File: config.mk
export PLATFORM = sky130hd
export DESIGN_NAME = vga_pattern_sched_flat
export DESIGN_NICKNAME = d
export VERILOG_FILES = /design/src/rtl/vga_pattern_sched_if.sv /design/src/rtl/vga_pattern_sched.sv /design/src/flat_wrapper.sv
export SDC_FILE = /design/constraint.sdc
export NUM_CORES = 1
export LEC_CHECK = 0
export BUFFER_PORTS_ARGS = -buffer_cell sky130_fd_sc_hd__buf_2
export CAP_MARGIN = 0
export CORE_MARGIN = 2
export CORE_UTILIZATION = 45
export CTS_CLUSTER_SIZE = 16
export DETAILED_ROUTE_END_ITERATION = 6
export HOLD_SLACK_MARGIN = 0.12
export MAX_ROUTING_LAYER = met4
export SETUP_SLACK_MARGIN = 0.02
export SLEW_MARGIN = 0
export SYNTH_ARGS = -nofsm -noshare
export SYNTH_HDL_FRONTEND = slang
export SYNTH_SLANG_ARGS = --single-unit
File: constraint.sdc
create_clock -name clock -period 2.8 [get_ports clock]
set_input_delay 0.14 -clock clock [delete_from_list [all_inputs] [get_ports clock]]
set_output_delay 0.14 -clock clock [all_outputs]
set_load 0.01 [all_outputs]
File: src/rtl/vga_pattern_sched_if.sv
// Signal bundle between the VGA timing/pattern block and the connector side.
// The master drives sync, coordinates and colour; the slave drives the pattern controls.
interface vga_pattern_sched_if;
    logic       pause;
    logic       next_req;
    logic       hsync;
    logic       vsync;
    logic       disp_R;
    logic       disp_G;
    logic       disp_B;
    logic       video_on;
    logic [9:0] pixel_x;
    logic [9:0] pixel_y;
    logic       frame_start;
    logic [1:0] pattern;

    modport master (
        input  pause, next_req,
        output hsync, vsync, disp_R, disp_G, disp_B, video_on,
               pixel_x, pixel_y, frame_start, pattern
    );

    modport slave (
        output pause, next_req,
        input  hsync, vsync, disp_R, disp_G, disp_B, video_on,
               pixel_x, pixel_y, frame_start, pattern
    );
endinterface

File: src/rtl/vga_pattern_sched.sv
// 640x480@60 VGA timing generator with a four-pattern scheduler, run from the 50 MHz board clock.
// All outputs are registered and lag the raster counters by one clock.
module vga_pattern_sched #(
    parameter int CLK_DIV            = 2,
    parameter int H_ACTIVE           = 640,
    parameter int H_FP               = 16,
    parameter int H_SYNC             = 96,
    parameter int H_BP               = 48,
    parameter int V_ACTIVE           = 480,
    parameter int V_FP               = 10,
    parameter int V_SYNC             = 2,
    parameter int V_BP               = 33,
    parameter int FRAMES_PER_PATTERN = 60
) (
    input  logic                clock,
    input  logic                rst_n,
    vga_pattern_sched_if.master vga
);
    typedef enum logic [1:0] {
        PAT_BARS    = 2'd0,
        PAT_CHECKER = 2'd1,
        PAT_WHITE   = 2'd2,
        PAT_BORDER  = 2'd3
    } pattern_e;

    localparam int H_TOTAL = H_ACTIVE + H_FP + H_SYNC + H_BP;
    localparam int V_TOTAL = V_ACTIVE + V_FP + V_SYNC + V_BP;
    localparam int DW      = (CLK_DIV > 1) ? $clog2(CLK_DIV) : 1;
    localparam int FW      = (FRAMES_PER_PATTERN > 1) ? $clog2(FRAMES_PER_PATTERN) : 1;
    localparam int BAR_W   = H_ACTIVE / 8;

    localparam logic [DW-1:0] DIV_LAST   = DW'(CLK_DIV - 1);
    localparam logic [FW-1:0] FRAME_LAST = FW'(FRAMES_PER_PATTERN - 1);
    localparam logic [9:0]    H_LAST     = 10'(H_TOTAL - 1);
    localparam logic [9:0]    V_LAST     = 10'(V_TOTAL - 1);
    localparam logic [9:0]    H_ACT      = 10'(H_ACTIVE);
    localparam logic [9:0]    V_ACT      = 10'(V_ACTIVE);
    localparam logic [9:0]    H_ACT_LAST = 10'(H_ACTIVE - 1);
    localparam logic [9:0]    V_ACT_LAST = 10'(V_ACTIVE - 1);
    localparam logic [9:0]    HS_FIRST   = 10'(H_ACTIVE + H_FP);
    localparam logic [9:0]    HS_LAST    = 10'(H_ACTIVE + H_FP + H_SYNC - 1);
    localparam logic [9:0]    VS_FIRST   = 10'(V_ACTIVE + V_FP);
    localparam logic [9:0]    VS_LAST    = 10'(V_ACTIVE + V_FP + V_SYNC - 1);

    logic [DW-1:0] div_cnt;
    logic [9:0]    h_cnt;
    logic [9:0]    v_cnt;
    logic [FW-1:0] frame_cnt;
    logic [FW-1:0] frame_cnt_nxt;
    logic          pending;
    logic          pending_nxt;
    pattern_e      pattern;
    pattern_e      pattern_nxt;

    logic          pix_en;
    logic          h_wrap;
    logic          fe;
    logic          active;
    logic [2:0]    bar;
    logic [2:0]    rgb_c;

    logic          hsync_q;
    logic          vsync_q;
    logic          video_on_q;
    logic [9:0]    pixel_x_q;
    logic [9:0]    pixel_y_q;
    logic [2:0]    rgb_q;
    logic          frame_start_q;

    assign pix_en = (div_cnt == DIV_LAST);
    assign h_wrap = pix_en && (h_cnt == H_LAST);
    assign fe     = h_wrap && (v_cnt == V_LAST);
    assign active = (h_cnt < H_ACT) && (v_cnt < V_ACT);

    always_ff @(posedge clock) begin
        // NOTE: non-blocking assignments so every register samples the pre-edge values of the others.
        if (!rst_n) begin
            div_cnt <= '0;
            h_cnt   <= '0;
            v_cnt   <= '0;
        end else begin
            div_cnt <= pix_en ? '0 : div_cnt + 1'b1;
            if (pix_en) h_cnt <= h_wrap ? '0 : h_cnt + 10'd1;
            if (h_wrap) v_cnt <= (v_cnt == V_LAST) ? '0 : v_cnt + 10'd1;
        end
    end

    always_comb begin
        // NOTE: every output of this block gets a default first, so no path can infer a latch.
        bar   = 3'd7;
        rgb_c = 3'b000;
        // Descending comparator chain: the smallest boundary above h_cnt wins.
        for (int i = 7; i >= 1; i--) begin
            if (h_cnt < 10'(i * BAR_W)) bar = 3'(i - 1);
        end
        case (pattern)
            PAT_BARS:    rgb_c = bar;
            PAT_CHECKER: rgb_c = {3{h_cnt[5] ^ v_cnt[5]}};
            PAT_WHITE:   rgb_c = 3'b111;
            PAT_BORDER:  rgb_c = (h_cnt == '0 || h_cnt == H_ACT_LAST ||
                                  v_cnt == '0 || v_cnt == V_ACT_LAST) ? 3'b111 : 3'b000;
        endcase
    end

    always_ff @(posedge clock) begin
        if (!rst_n) begin
            hsync_q       <= 1'b1;
            vsync_q       <= 1'b1;
            video_on_q    <= 1'b0;
            pixel_x_q     <= '0;
            pixel_y_q     <= '0;
            rgb_q         <= 3'b000;
            frame_start_q <= 1'b0;
        end else begin
            hsync_q       <= !(h_cnt >= HS_FIRST && h_cnt <= HS_LAST);
            vsync_q       <= !(v_cnt >= VS_FIRST && v_cnt <= VS_LAST);
            video_on_q    <= active;
            pixel_x_q     <= active ? h_cnt : '0;
            pixel_y_q     <= active ? v_cnt : '0;
            rgb_q         <= active ? rgb_c : 3'b000;
            frame_start_q <= fe;
        end
    end

    // A request arriving on the frame-end clock is honoured at that same boundary.
    always_comb begin
        pattern_nxt   = pattern;
        frame_cnt_nxt = frame_cnt;
        pending_nxt   = pending | vga.next_req;
        if (fe) begin
            if (pending || vga.next_req) begin
                pattern_nxt   = pattern_e'(pattern + 2'd1);
                frame_cnt_nxt = '0;
                pending_nxt   = 1'b0;
            end else if (!vga.pause && frame_cnt == FRAME_LAST) begin
                pattern_nxt   = pattern_e'(pattern + 2'd1);
                frame_cnt_nxt = '0;
            end else if (!vga.pause) begin
                frame_cnt_nxt = frame_cnt + 1'b1;
            end
        end
    end

    always_ff @(posedge clock) begin
        if (!rst_n) begin
            pattern   <= PAT_BARS;
            frame_cnt <= '0;
            pending   <= 1'b0;
        end else begin
            pattern   <= pattern_nxt;
            frame_cnt <= frame_cnt_nxt;
            pending   <= pending_nxt;
        end
    end

    assign vga.hsync       = hsync_q;
    assign vga.vsync       = vsync_q;
    assign vga.video_on    = video_on_q;
    assign vga.pixel_x     = pixel_x_q;
    assign vga.pixel_y     = pixel_y_q;
    assign vga.disp_R      = rgb_q[2];
    assign vga.disp_G      = rgb_q[1];
    assign vga.disp_B      = rgb_q[0];
    assign vga.frame_start = frame_start_q;
    assign vga.pattern     = pattern;
endmodule
File: src/flat_wrapper.sv
// flat-port wrapper written by rule: the top's interface ports become plain ports
module vga_pattern_sched_flat 
#(
    parameter int CLK_DIV            = 2,
    parameter int H_ACTIVE           = 640,
    parameter int H_FP               = 16,
    parameter int H_SYNC             = 96,
    parameter int H_BP               = 48,
    parameter int V_ACTIVE           = 480,
    parameter int V_FP               = 10,
    parameter int V_SYNC             = 2,
    parameter int V_BP               = 33,
    parameter int FRAMES_PER_PATTERN = 60
)
  (clock, rst_n, vga_pause, vga_next_req, vga_hsync, vga_vsync, vga_disp_R, vga_disp_G, vga_disp_B, vga_video_on, vga_pixel_x, vga_pixel_y, vga_frame_start, vga_pattern);
  vga_pattern_sched_if vga_i ();
  input  logic clock;
  input  logic rst_n;
  input wire logic [$bits(vga_i.pause)-1:0] vga_pause;
  input wire logic [$bits(vga_i.next_req)-1:0] vga_next_req;
  output wire logic [$bits(vga_i.hsync)-1:0] vga_hsync;
  output wire logic [$bits(vga_i.vsync)-1:0] vga_vsync;
  output wire logic [$bits(vga_i.disp_R)-1:0] vga_disp_R;
  output wire logic [$bits(vga_i.disp_G)-1:0] vga_disp_G;
  output wire logic [$bits(vga_i.disp_B)-1:0] vga_disp_B;
  output wire logic [$bits(vga_i.video_on)-1:0] vga_video_on;
  output wire logic [$bits(vga_i.pixel_x)-1:0] vga_pixel_x;
  output wire logic [$bits(vga_i.pixel_y)-1:0] vga_pixel_y;
  output wire logic [$bits(vga_i.frame_start)-1:0] vga_frame_start;
  output wire logic [$bits(vga_i.pattern)-1:0] vga_pattern;
  assign vga_i.pause = vga_pause;
  assign vga_i.next_req = vga_next_req;
  assign vga_hsync = vga_i.hsync;
  assign vga_vsync = vga_i.vsync;
  assign vga_disp_R = vga_i.disp_R;
  assign vga_disp_G = vga_i.disp_G;
  assign vga_disp_B = vga_i.disp_B;
  assign vga_video_on = vga_i.video_on;
  assign vga_pixel_x = vga_i.pixel_x;
  assign vga_pixel_y = vga_i.pixel_y;
  assign vga_frame_start = vga_i.frame_start;
  assign vga_pattern = vga_i.pattern;
  vga_pattern_sched #(.CLK_DIV(CLK_DIV), .H_ACTIVE(H_ACTIVE), .H_FP(H_FP), .H_SYNC(H_SYNC), .H_BP(H_BP), .V_ACTIVE(V_ACTIVE), .V_FP(V_FP), .V_SYNC(V_SYNC), .V_BP(V_BP), .FRAMES_PER_PATTERN(FRAMES_PER_PATTERN)) u_core (.clock(clock), .rst_n(rst_n), .vga(vga_i));
endmodule
# Word level (Yosys, flattened, before mapping)
# Index checks and enable logic that the tools add are counted.
# op_classes
eq_ne	9
magnitude_cmp	13
add_sub_neg	5
bitwise	3
n_reduce_logical	21
mux	18
# ops
op	n
$lt 10x9->1 const B	4
$eq 10x10->1 const B	3
$add 10x1->10 const B	2
$logic_not 10->1	2
$lt 10x10->1 const B	2
$lt 10x8->1 const B	2
$mux 10	2
$mux 6	3
$mux 3	5
$pmux 3 s4	1
$eq 10x9->1 const B	1
$ge 10x10->1 const B	1
$ge 10x9->1 const B	1
$le 10x10->1 const B	1
$le 10x9->1 const B	1
$lt 10x7->1 const B	1
$mux 2	4
$add 6x1->6 const B	1
$eq 6x6->1 const B	1
$logic_and 1x1->1	6
$reduce_and 2->1	3
$eq 2x2->1 const B	2
$logic_or 1x1->1	4
$logic_not 1->1	3
11 further kinds	13
# totals
ff_bits	57
wordCells	82
input_bits	4
out_inout_bits	29

# Depth between registers and ports, before layout
# Gate-level depths: netlist (run 1).
# logic_depth
word_depth	9
ltp_mapped	7
ltp_nobuf	7

# Worst setup path before layout (run 1)
# Ideal clock, no wire load.
# synth_path
path_kind	register to register
from	register u_core.h_cnt[0]
to	register u_core.frame_cnt[5]
required_time_ps	2730
t_arrival_ps	1897
stages_incl_launch_ff	7
setup_slack_ps	833
n_path_buf	0
setup_ps	70
period_less_slack_ps	1967
cell_sequence	dfxtp_1 ha_1 nand4_1 nor3_4 nand3_4 or4_1 a21oi_1
# synth_between
elab_chain_len	4
# synth_lines
item	line	source
from (decl)	vga_pattern_sched.sv:46	logic [9:0] h_cnt;
from (signal assigned)	vga_pattern_sched.sv:83	if (pix_en) h_cnt <= h_wrap ? '0 : h_cnt + 10'd1;
$eq 10x10->1	vga_pattern_sched.sv:71	assign h_wrap = pix_en && (h_cnt == H_LAST);
$logic_and 1x1->1	vga_pattern_sched.sv:71	
$logic_and 1x1->1	vga_pattern_sched.sv:72	assign fe = h_wrap && (v_cnt == V_LAST);
$reduce_and 2->1 (no source line)	n/a	
to (signal assigned)	vga_pattern_sched.sv:151	frame_cnt <= frame_cnt_nxt;
to (decl)	vga_pattern_sched.sv:48	logic [FW-1:0] frame_cnt;
# Every way passes these cells.
# A chain may end at the register's enable or synchronous reset.

# Worst setup path after layout (run 1)
# Same ends and word-level chain as after synthesis.

==> results of run 1 <==
## metrics by stage
stage	hold slack, ns	utilization	std cells
2_1_floorplan	0.282	-	255
3_3_place_gp	0.414	0.509	347
3_5_place_dp	0.430	0.509	347
4_1_cts	0.205	0.549	364
5_1_grt	0.230	0.549	364
6_report	0.227	0.549	364
## area by class of cell
type | instances | area share
Inverter | 8 | 0.0106
Clock inverter | 6 | 0.0204
Timing Repair Buffer | 35 | 0.0657
Multi-Input combinational cell | 178 | 0.419
Clock buffer | 10 | 0.0488
Sequential cell | 57 | 0.405
Tap cell | 70 | 0.0311
## state kept, by name (all words and copies together), names as in the netlist
| register | flops |
|---|---|
| u_core.div_cnt | 1 |
| u_core.frame_cnt | 6 |
| u_core.h_cnt | 10 |
| u_core.pending | 1 |
| u_core.rgb_q | 3 |
| u_core.v_cnt | 10 |
| u_core.vga.frame_start | 1 |
| u_core.vga.hsync | 1 |
| u_core.vga.pattern | 2 |
| u_core.vga.pixel_x | 10 |
| u_core.vga.pixel_y | 10 |
| u_core.vga.video_on | 1 |
| u_core.vga.vsync | 1 |
## worst max path at each step
stage,to,start,slack (ns)
floorplan,u_core.frame_cnt[5],u_core.h_cnt[0],0.83
global placement,u_core.frame_cnt[5],u_core.h_cnt[0],0.74
detailed placement,u_core.frame_cnt[5],u_core.h_cnt[0],0.68
CTS,u_core.frame_cnt[5],u_core.h_cnt[0],0.66
global route,u_core.v_cnt[5],u_core.h_cnt[0],0.49
finish,u_core.frame_cnt[5],u_core.h_cnt[0],0.64
## synthesized netlist by cell type, types with 2 or more instances
library cell,number,area [um^2]
or3_1,5,31.3
and3_1,8,50.1
nor2b_1,9,56.3
o21ai_0,6,30.0
ha_1,9,113
inv_1,8,30.0
nor2_1,22,82.6
nor4bb_1,2,20.0
and4_1,3,26.3
nor3_1,2,10.0
nand3_1,6,30.0
nor4_1,5,31.3
xnor2_1,8,70.1
nand2_1,17,63.8
mux2i_1,3,30.0
clkbuf_1,11,41.3
a21oi_1,5,25.0
and2_1,24,150
xor2_1,12,105
nand4_1,10,62.6
dfxtp_1,57,1140
nand2b_1,4,25.0
## layer usage
layer  GRT usage  share of wire
met5           -              0
met4      0.0821          0.025
met3      0.0388          0.037
met2       0.229           0.41
met1       0.213           0.53
## where the power goes
group	internal [W]	switching, W	total [W]	leakage, nW
clock network	0.000428	0.000316	0.000744	0.102
logic	0.0000143	0.0000228	0.0000371	0.612
registers	0.000818	0.00000631	0.000824	0.461
total	0.00126	0.000345	0.00161	1.17
## what timing repair did
item	CTS	global route
endpoints found under the hold margin	1	0
buffers inserted	0	0
resized for setup	0	0
hold buffers	1	0
## logic make-up after synthesis
family,count (synthesis),synth area share
other,1,0.00156
and+or+nand+nor,123,0.295
muxes,3,0.0125
adders and majority gates,10,0.0510
buffers and inverters,20,0.0343
DFF,57,0.475
AOI/OAI and AO/OA,21,0.0583
xor gates and xnor gates,20,0.0728
## critical path: cells and delay by family (launching register included)
kind | cells | cell delay, ns
DFF | 1 | 0.41
and+or+nand+nor | 4 | 1.30
adders and majority gates | 1 | 0.23
AOI/OAI and AO/OA | 1 | 0.14
==> flow_summary.yaml, run 1 <==
yosys:
  ys_types: 41
  syn-cell-area_um2: 2400
  ys_ff_latch: 57
  yosys_most_used_dff: "dfxtp_1"
  async_flop_share: 0
  ys_seq_area_frac: 0.475
  syn_area_per_cell_um2: 9.43
  synth_nets: 268
  synth_edf_count: 0
  yosys_warnings: 0
  syn_inst: 255
sta:
  setup_violations: 0
  worst_slew_pin_slew_ns: 0.720
  fin_ws_ns: 0.644
  fin_skew_ns: 0.0105
  fin_setup_tns_ns: 0
  hold_viol_final: 0
  slew_headroom: 0.520
  rsz0062_at_grt: "no"
  slew_viol_final: 0
  period_share: 0.770
  period_needed_ns: 2.16
  fmax_mhz: 464
place:
  placed_area_um2: 2620
  place_congestion: 0.843
  port_buffers: 32
  hpwl_um: 3060
  place_ws_ns: 0.682
run_status:
  status: "finished, final reports clean"
grt:
  grt_start_max_net_pins: 18
  grt.overflow.total: 0
  grt_pass1_vias: 1638
  globalRouteTotalUtil: 0.161
  antenna_found_initial: 0
  grt_pass1_wl_um: 7410
final_layout:
  drive_above_1_share: 0.180
  stdcell_area_um2: 2820
  fill_cells: 513
  regArea_um2: 1140
  layout_commonest_cell: "dfxtp_1"
  mostFrequentLayoutCells: "57 x dfxtp_1, 32 x buf_2, 24 x and2_1"
  num_antenna_cells: 0
  num-nets-final: 302
  multi_input_area_um2: 1180
  area_growth_pct: 17.3
power_and_ir_drop:
  peakVddDrop_mv: 0.324
  p_per_area_nw_per_um2: 569
  power_leakage_nw: 1.17
  finalPower_w: 0.00161
drt:
  drc: 0
  via_per_inst: 4.96
  routedWlPerCell_um: 12.1
  drt_wl_total_um: 4410
  drtPass1Iterations: 4
  drtAntennaViolNets: 0
  dr.first_iter.drc_count: 88
  vias: 1805
cts:
  clock_sinks: 57
  cts_buffers: 9
  htreeDepth: 3
  cts_tree: "built"
  clk_latency_ns: 0.33
  cts_buffer_depth: 2
  clk_pin_slew_worst_paths_ns: 0.07
  clockRootBuffer: "clkbuf_8"
worst_setup_path:
  critPathLaunchType: "register"
  r2r-start: "u_core.h_cnt[0]"
  end_kind: "register"
  critPathSlowestCell: "or4_1"
  worst_r2r_endpoint: "u_core.frame_cnt[5]"
  critical_path_required_ns: 3.06
  r2r_cells: 6
  timing_worst_setup_path_type: "register to register"
  path_max_fanout: 7
  slowest_delay_ns: 0.52
  path_cells: "ha_1 -> nand4_1 -> nor3_4 -> nand3_4 -> or4_1 -> a21oi_1"
  arrival_ns: 2.41
  r2r_slack_ns: 0.64
run:
  max-cap-violations: 0
die:
  die-area_um2: 5940
  die_h_um: 77.1
  rows: 26
  fp.dieW_um: 77.1
  ios: 33
  core_area_um2: 5140
  start_util: 0.468
min_path:
  hold_class: "input pin to register"
  whs_endpoint: "u_core.h_cnt[1]"
  hold_path_depth: 2
  min_from: "rst_n"
No activity file was read; power rests on OpenSTA's default activity.
==> run 2: changes to the inputs <==
- ABC_AREA: unset -> 1
- clock period: 2.8 -> 2.25 ns (I/O delays scaled with it)
==> run 2 against run 1 <==
  * Sequential cell count did not move
  * Fmax rose by 24%
  * Clock power rose by 57%
  * Total power rose by 41%
  * Critical endpoint is now u_core.frame_cnt[3]
  * Highest routed layer unchanged
==> flow_summary.yaml, run 2 <==
drt:
  routedWlPerCell_um: 12.0
  dr.first_iter.drc_count: 87
  drt_wl_total_um: 5770
  drc: 0
  drtAntennaViolNets: 0
  via_per_inst: 4.92
  drtPass1Iterations: 4
  vias: 2357
yosys:
  synth_common_cells: "72 x nand2_1, 60 x nor2_1, 57 x dfxtp_1, 52 x inv_1, 21 x nand3_1"
  ys_ff_latch: 57
  yosys_most_used_dff: "dfxtp_1"
  syn-cell-area_um2: 2600
  synth-compound-area-share: 0.0860
  yosys.area.top_type: "dfxtp_1"
  synth_nets: 374
  yosysMostFrequentCell: "nand2_1"
  yosysTopAreaCellShare: 0.438
  synthTopCellsByArea: "dfxtp_1 44%, nand2_1 10%, nor2_1 8.6%, inv_1 7.5%, ha_1 4.3%"
  yosys.area_share.simple: 0.329
  synth_edf_count: 0
  async_flop_share: 0
  ys_seq_area_frac: 0.438
  ys_types: 32
  syn_area_per_cell_um2: 7.21
  synth_xor_xnor_area_share: 0.00673
  synthAdderAreaFrac: 0.0432
  yosys_warnings: 0
  syn_inst: 361
  muxShareOfSynthArea: 0
  synth_top_family_by_area: "simple AND/OR/NAND/NOR gates"
run_status:
  status: "finished, final reports clean"
power_and_ir_drop:
  peakVddDrop_mv: 0.368
  power_leakage_nw: 1.40
  p_per_area_nw_per_um2: 726
cts:
  cts_buffers: 9
  post_cts.resized_instances: 0
  htreeDepth: 3
  cts_buffer_depth: 2
  clock_sinks: 57
  clk_pin_slew_worst_paths_ns: 0.07
  postCtsSetupBuffers: 0
  clk_latency_ns: 0.34
  cts_tree: "built"
  clockRootBuffer: "clkbuf_8"
grt:
  grt_pass1_vias: 2200
  grt.overflow.total: 0
  antenna_found_initial: 0
  globalRouteTotalUtil: 0.210
  grt_start_max_net_pins: 16
  grt_pass1_wl_um: 9950
final_layout:
  final_cells: 479
  fill_cells: 557
  num_antenna_cells: 0
  mostFrequentLayoutCells: "72 x nand2_1, 60 x nor2_1, 57 x dfxtp_1"
  drive_above_1_share: 0.162
  fin_util: 0.561
  layout_commonest_cell: "nand2_1"
  num-nets-final: 415
  area_growth_pct: 19.5
sta:
  setup_violations: 0
  period_needed_ns: 1.74
  hold_viol_final: 0
  period_share: 0.774
  fin_setup_tns_ns: 0
  rsz0062_at_grt: "no"
  fmax_mhz: 574
  slew_viol_final: 0
  fin_skew_ns: 0.00759
die:
  start_util: 0.470
  ios: 33
  core_area_um2: 5540
  die-area_um2: 6410
  rows: 27
  die_h_um: 80.1
  fp.dieW_um: 80.1
worst_setup_path:
  worst-path-buf-inv: 0
  arrival_ns: 1.97
  slowest_delay_ns: 0.39
  path_common_cell: "nand2_1"
  crit_family: "simple AND/OR/NAND/NOR gates"
  path_max_fanout: 9
  critical_path_required_ns: 2.47
  path_cells: "ha_1 -> nand2_2 -> nor2_4 -> nand3_4 -> nor2_1 -> nand2_1 -> nand2_1 -> nor3_1"
  end_kind: "register"
  critPathSlowestCell: "dfxtp_1"
  critPathLaunchType: "register"
  timing_worst_setup_path_type: "register to register"
place:
  port_buffers: 32
  place_congestion: 0.924
  hpwl_um: 4250
  dp_cells: 460
run:
  max-cap-violations: 0
min_path:
  hold_class: "register to register"
-- run 2: changes by cell type after synthesis, sizes merged, moves of 9 or more --
cell    previous run  this run
nor2b              9         0
nor3               3        12
a21oi              5        18
and2              24         0
xor2              12         2
nand3              7        22
nor2              22        65
nand2             17        76
inv                8        53
clkbuf            11         2
-- run 2: metrics by stage --
step / setup WS (ns) / hold slack (ns) / power [W] / cell area (um^2)
after floorplan: 0.759 / 0.279 / 0.00108 / 2600
after global placement: 0.553 / 0.390 / 0.00110 / 2840
after detailed placement: 0.498 / 0.398 / 0.00110 / 2840
after CTS: 0.492 / 0.495 / 0.00228 / 3110
after global routing: 0.329 / 0.526 / 0.00234 / 3110
final: 0.509 / 0.500 / 0.00226 / 3110
-- run 2: logic make-up (layout without fill, tap and decap cells) --
group | count (synthesis) | count (layout)
flops | 57 | 57
compound gates | 39 | 39
simple gates | 190 | 190
fa+ha+maj | 9 | 9
other cells | 1 | 1
buf+inv | 63 | 109
xor+xnor | 2 | 2
-- run 2: routing by layer --
| layer | vias up | track usage | part of all wire |
|---|---|---|---|
| met4 | 0 | 0.134 | 0.028 |
| met1 | 1043 | 0.253 | 0.46 |
| met5 | - | - | 0 |
| met2 | 68 | 0.318 | 0.46 |
| li1 | 1230 | - | - |
| met3 | 16 | 0.0461 | 0.049 |
-- run 2: cell type report --
class	count	area (um^2)	area share
clock buffers	11	141	0.0455
well taps	72	90.1	0.0290
inverters	55	208	0.0668
flip-flops and latches	57	1140	0.367
clock inverters	5	103	0.0330
multi-input cells	241	1210	0.391
repair buffers	38	213	0.0684
-- run 2: path summary, 6_finish.rpt --
path | to | from | cells after the start | slack [ns]
worst min register to register | u_core.frame_cnt[1] | u_core.frame_cnt[1] | 2 | 0.50
worst min-delay path | u_core.frame_cnt[1] | u_core.frame_cnt[1] | 2 | 0.50
worst max-delay path | u_core.frame_cnt[3] | u_core.h_cnt[0] | 8 | 0.51
worst max register to register | u_core.frame_cnt[3] | u_core.h_cnt[0] | 8 | 0.51
-- run 2: power breakdown --
| part | leakage, nW | internal, W | switching, W |
|---|---|---|---|
| clock | 0.120 | 0.000764 | 0.000409 |
| sequential | 0.461 | 0.00102 | 0.00000631 |
| combinational | 0.815 | 0.0000217 | 0.0000389 |
| total | 1.40 | 0.00180 | 0.000454 |
-- run 2: worst reg2reg max path: cells and delay by family, from the launching register on --
family | cells | cell delay, ns
simple gates | 7 | 1.04
flops | 1 | 0.39
fa+ha+maj | 1 | 0.21
-- run 2: repair_timing --
item | in CTS | in global routing
hold buffers | 3 | 0
endpoints found under the hold margin | 5 | 0
endpoints found under the setup margin | 0 | 0
==> run 3: changes to the inputs <==
- clock period: 2.25 -> 1.8 ns (I/O delays scaled with it)
==> run 3 against run 2 <==
  * Global-route usage fell by 0.80 points
  * Non-clock buffer count grew 7
  * Clock-buffer cell count stayed put
  * Cell area about the same
  * Sequential power increased by 25%
  * Largest cell class unchanged
  * Clock power fell by 14%
  * First-iteration DRC count up 40%
  * Sequential share of layout area increased by 0.19 points
==> flow_summary.yaml, run 3 (same netlist as run 2, synthesis figures left out) <==
cts:
  clk_pin_slew_worst_paths_ns: 0.07
  clock_sinks: 57
  htreeDepth: 3
  cts_buffer_depth: 2
  cts_buffers: 9
  clk_latency_ns: 0.34
  clockRootBuffer: "clkbuf_8"
  cts_tree: "built"
final_layout:
  mostFrequentLayoutCells: "71 x nand2_1, 58 x nor2_1, 53 x dfxtp_1"
  layout_commonest_cell: "nand2_1"
  area_growth_pct: 19.4
  num_antenna_cells: 0
  num-nets-final: 423
  stdcell_area_um2: 3110
  final_cells: 486
  drive_above_1_share: 0.193
place:
  hpwl_um: 4240
  place_congestion: 0.948
  placed_area_um2: 2870
  place_ws_ns: 0.105
  dp_cells: 465
  port_buffers: 32
drt:
  dr.first_iter.drc_count: 122
  via_per_inst: 5.00
  drtPass1Iterations: 5
  vias: 2428
  routedWlPerCell_um: 12.1
  drtAntennaViolNets: 0
  drt_wl_total_um: 5870
  drc: 0
sta:
  period_needed_ns: 1.64
  fin_ws_ns: 0.161
  period_share: 0.911
  slew_viol_final: 0
  fmax_mhz: 610
  fin_skew_ns: 0.00820
  rsz0062_at_grt: "no"
  hold_viol_final: 0
  setup_violations: 0
  fin_setup_tns_ns: 0
die:
  ios: 33
  die-area_um2: 6410
  die_h_um: 80.1
  core_area_um2: 5540
  fp.dieW_um: 80.1
  rows: 27
  start_util: 0.470
worst_setup_path:
  path_cells: "ha_1 -> nand2_2 -> nor2_4 -> nand3_4 -> nor2_4 -> nand2_2 -> or2_0 -> a21oi_2"
  arrival_ns: 1.92
  timing_worst_setup_path_type: "register to register"
  slowest_delay_ns: 0.35
  worst-path-buf-inv: 0
  critPathSlowestCell: "dfxtp_2"
  crit_family: "simple AND/OR/NAND/NOR gates"
  path_max_fanout: 5
  critical_path_required_ns: 2.08
  end_kind: "register"
  critPathLaunchType: "register"
min_path:
  hold_class: "register to register"
grt:
  antenna_found_initial: 0
  grt.overflow.total: 0
  grt_pass1_wl_um: 9590
  grt_pass1_vias: 2157
  globalRouteTotalUtil: 0.202
  grt_start_max_net_pins: 18
power_and_ir_drop:
  power_leakage_nw: 1.40
  p_per_area_nw_per_um2: 763
  peakVddDrop_mv: 0.385
  finalPower_w: 0.00237
run_status:
  status: "finished, final reports clean"
run:
  max-cap-violations: 0
-- run 3: cell types whose count changed in the layout (fill, tap and decap cells not counted), moves of 2 or more --
cell	change
buf_4	+7
bufinv_16	-3
clkinv_2	+3
dfxtp_1	-4
dfxtp_2	+4
nor2_1	-2
-- run 3: repair_timing --
action / CTS / global route
resized for setup: 0 / 9
endpoints found under the hold margin: 5 / 0
buffers inserted: 0 / 2
setup endpoints to repair: 0 / 15
hold buffers: 3 / 0
-- run 3: final timing paths --
kind,from,to,slack (ns),cells past startpoint
worst max-delay path,u_core.h_cnt[0],u_core.frame_cnt[0],0.16,8
worst min-delay path,u_core.frame_cnt[1],u_core.frame_cnt[1],0.49,2
worst max register to register,u_core.h_cnt[0],u_core.frame_cnt[0],0.16,8
worst min register to register,u_core.frame_cnt[1],u_core.frame_cnt[1],0.49,2
-- run 3: per-layer routing --
layer | wire length, um | vias to the layer above | track usage
met5 | 0 | - | -
met4 | 173 | 0 | 0.112
met3 | 337 | 18 | 0.0584
met2 | 2610 | 83 | 0.303
met1 | 2740 | 1084 | 0.243
li1 | - | 1243 | -
-- run 3: per-stage QoR --
stage          hold WS, ns  utilization
2_1_floorplan        0.256            -
3_3_place_gp         0.368        0.519
3_5_place_dp         0.370        0.519
4_1_cts              0.493        0.553
5_1_grt              0.513        0.561
6_report             0.492        0.561
-- run 3: cell type report --
cell class                 instances  area, um^2
tap                               72        90.1
timing repair buffer              45         265
fill                             556        2430
inverter                          55         208
multi-input combinational        242        1240
sequential                        57        1150
clock buffer                      11         141
clock inverter                     4        20.0
-- run 3: worst register-to-register path, delay by kind of cell, from the launching register on --
family	cells	cell delay, ns
flip-flops	1	0.35
AND/OR/NAND/NOR	6	0.93
AO/OA/AOI/OAI	1	0.11
adder cells (fa/ha/maj)	1	0.19
-- run 3: power breakdown --
| group | switching, W | total (W) | internal [W] |
|---|---|---|---|
| logic | 0.0000508 | 0.0000801 | 0.0000293 |
| clock network | 0.000493 | 0.00101 | 0.000519 |
| registers | 0.00000743 | 0.00128 | 0.00127 |
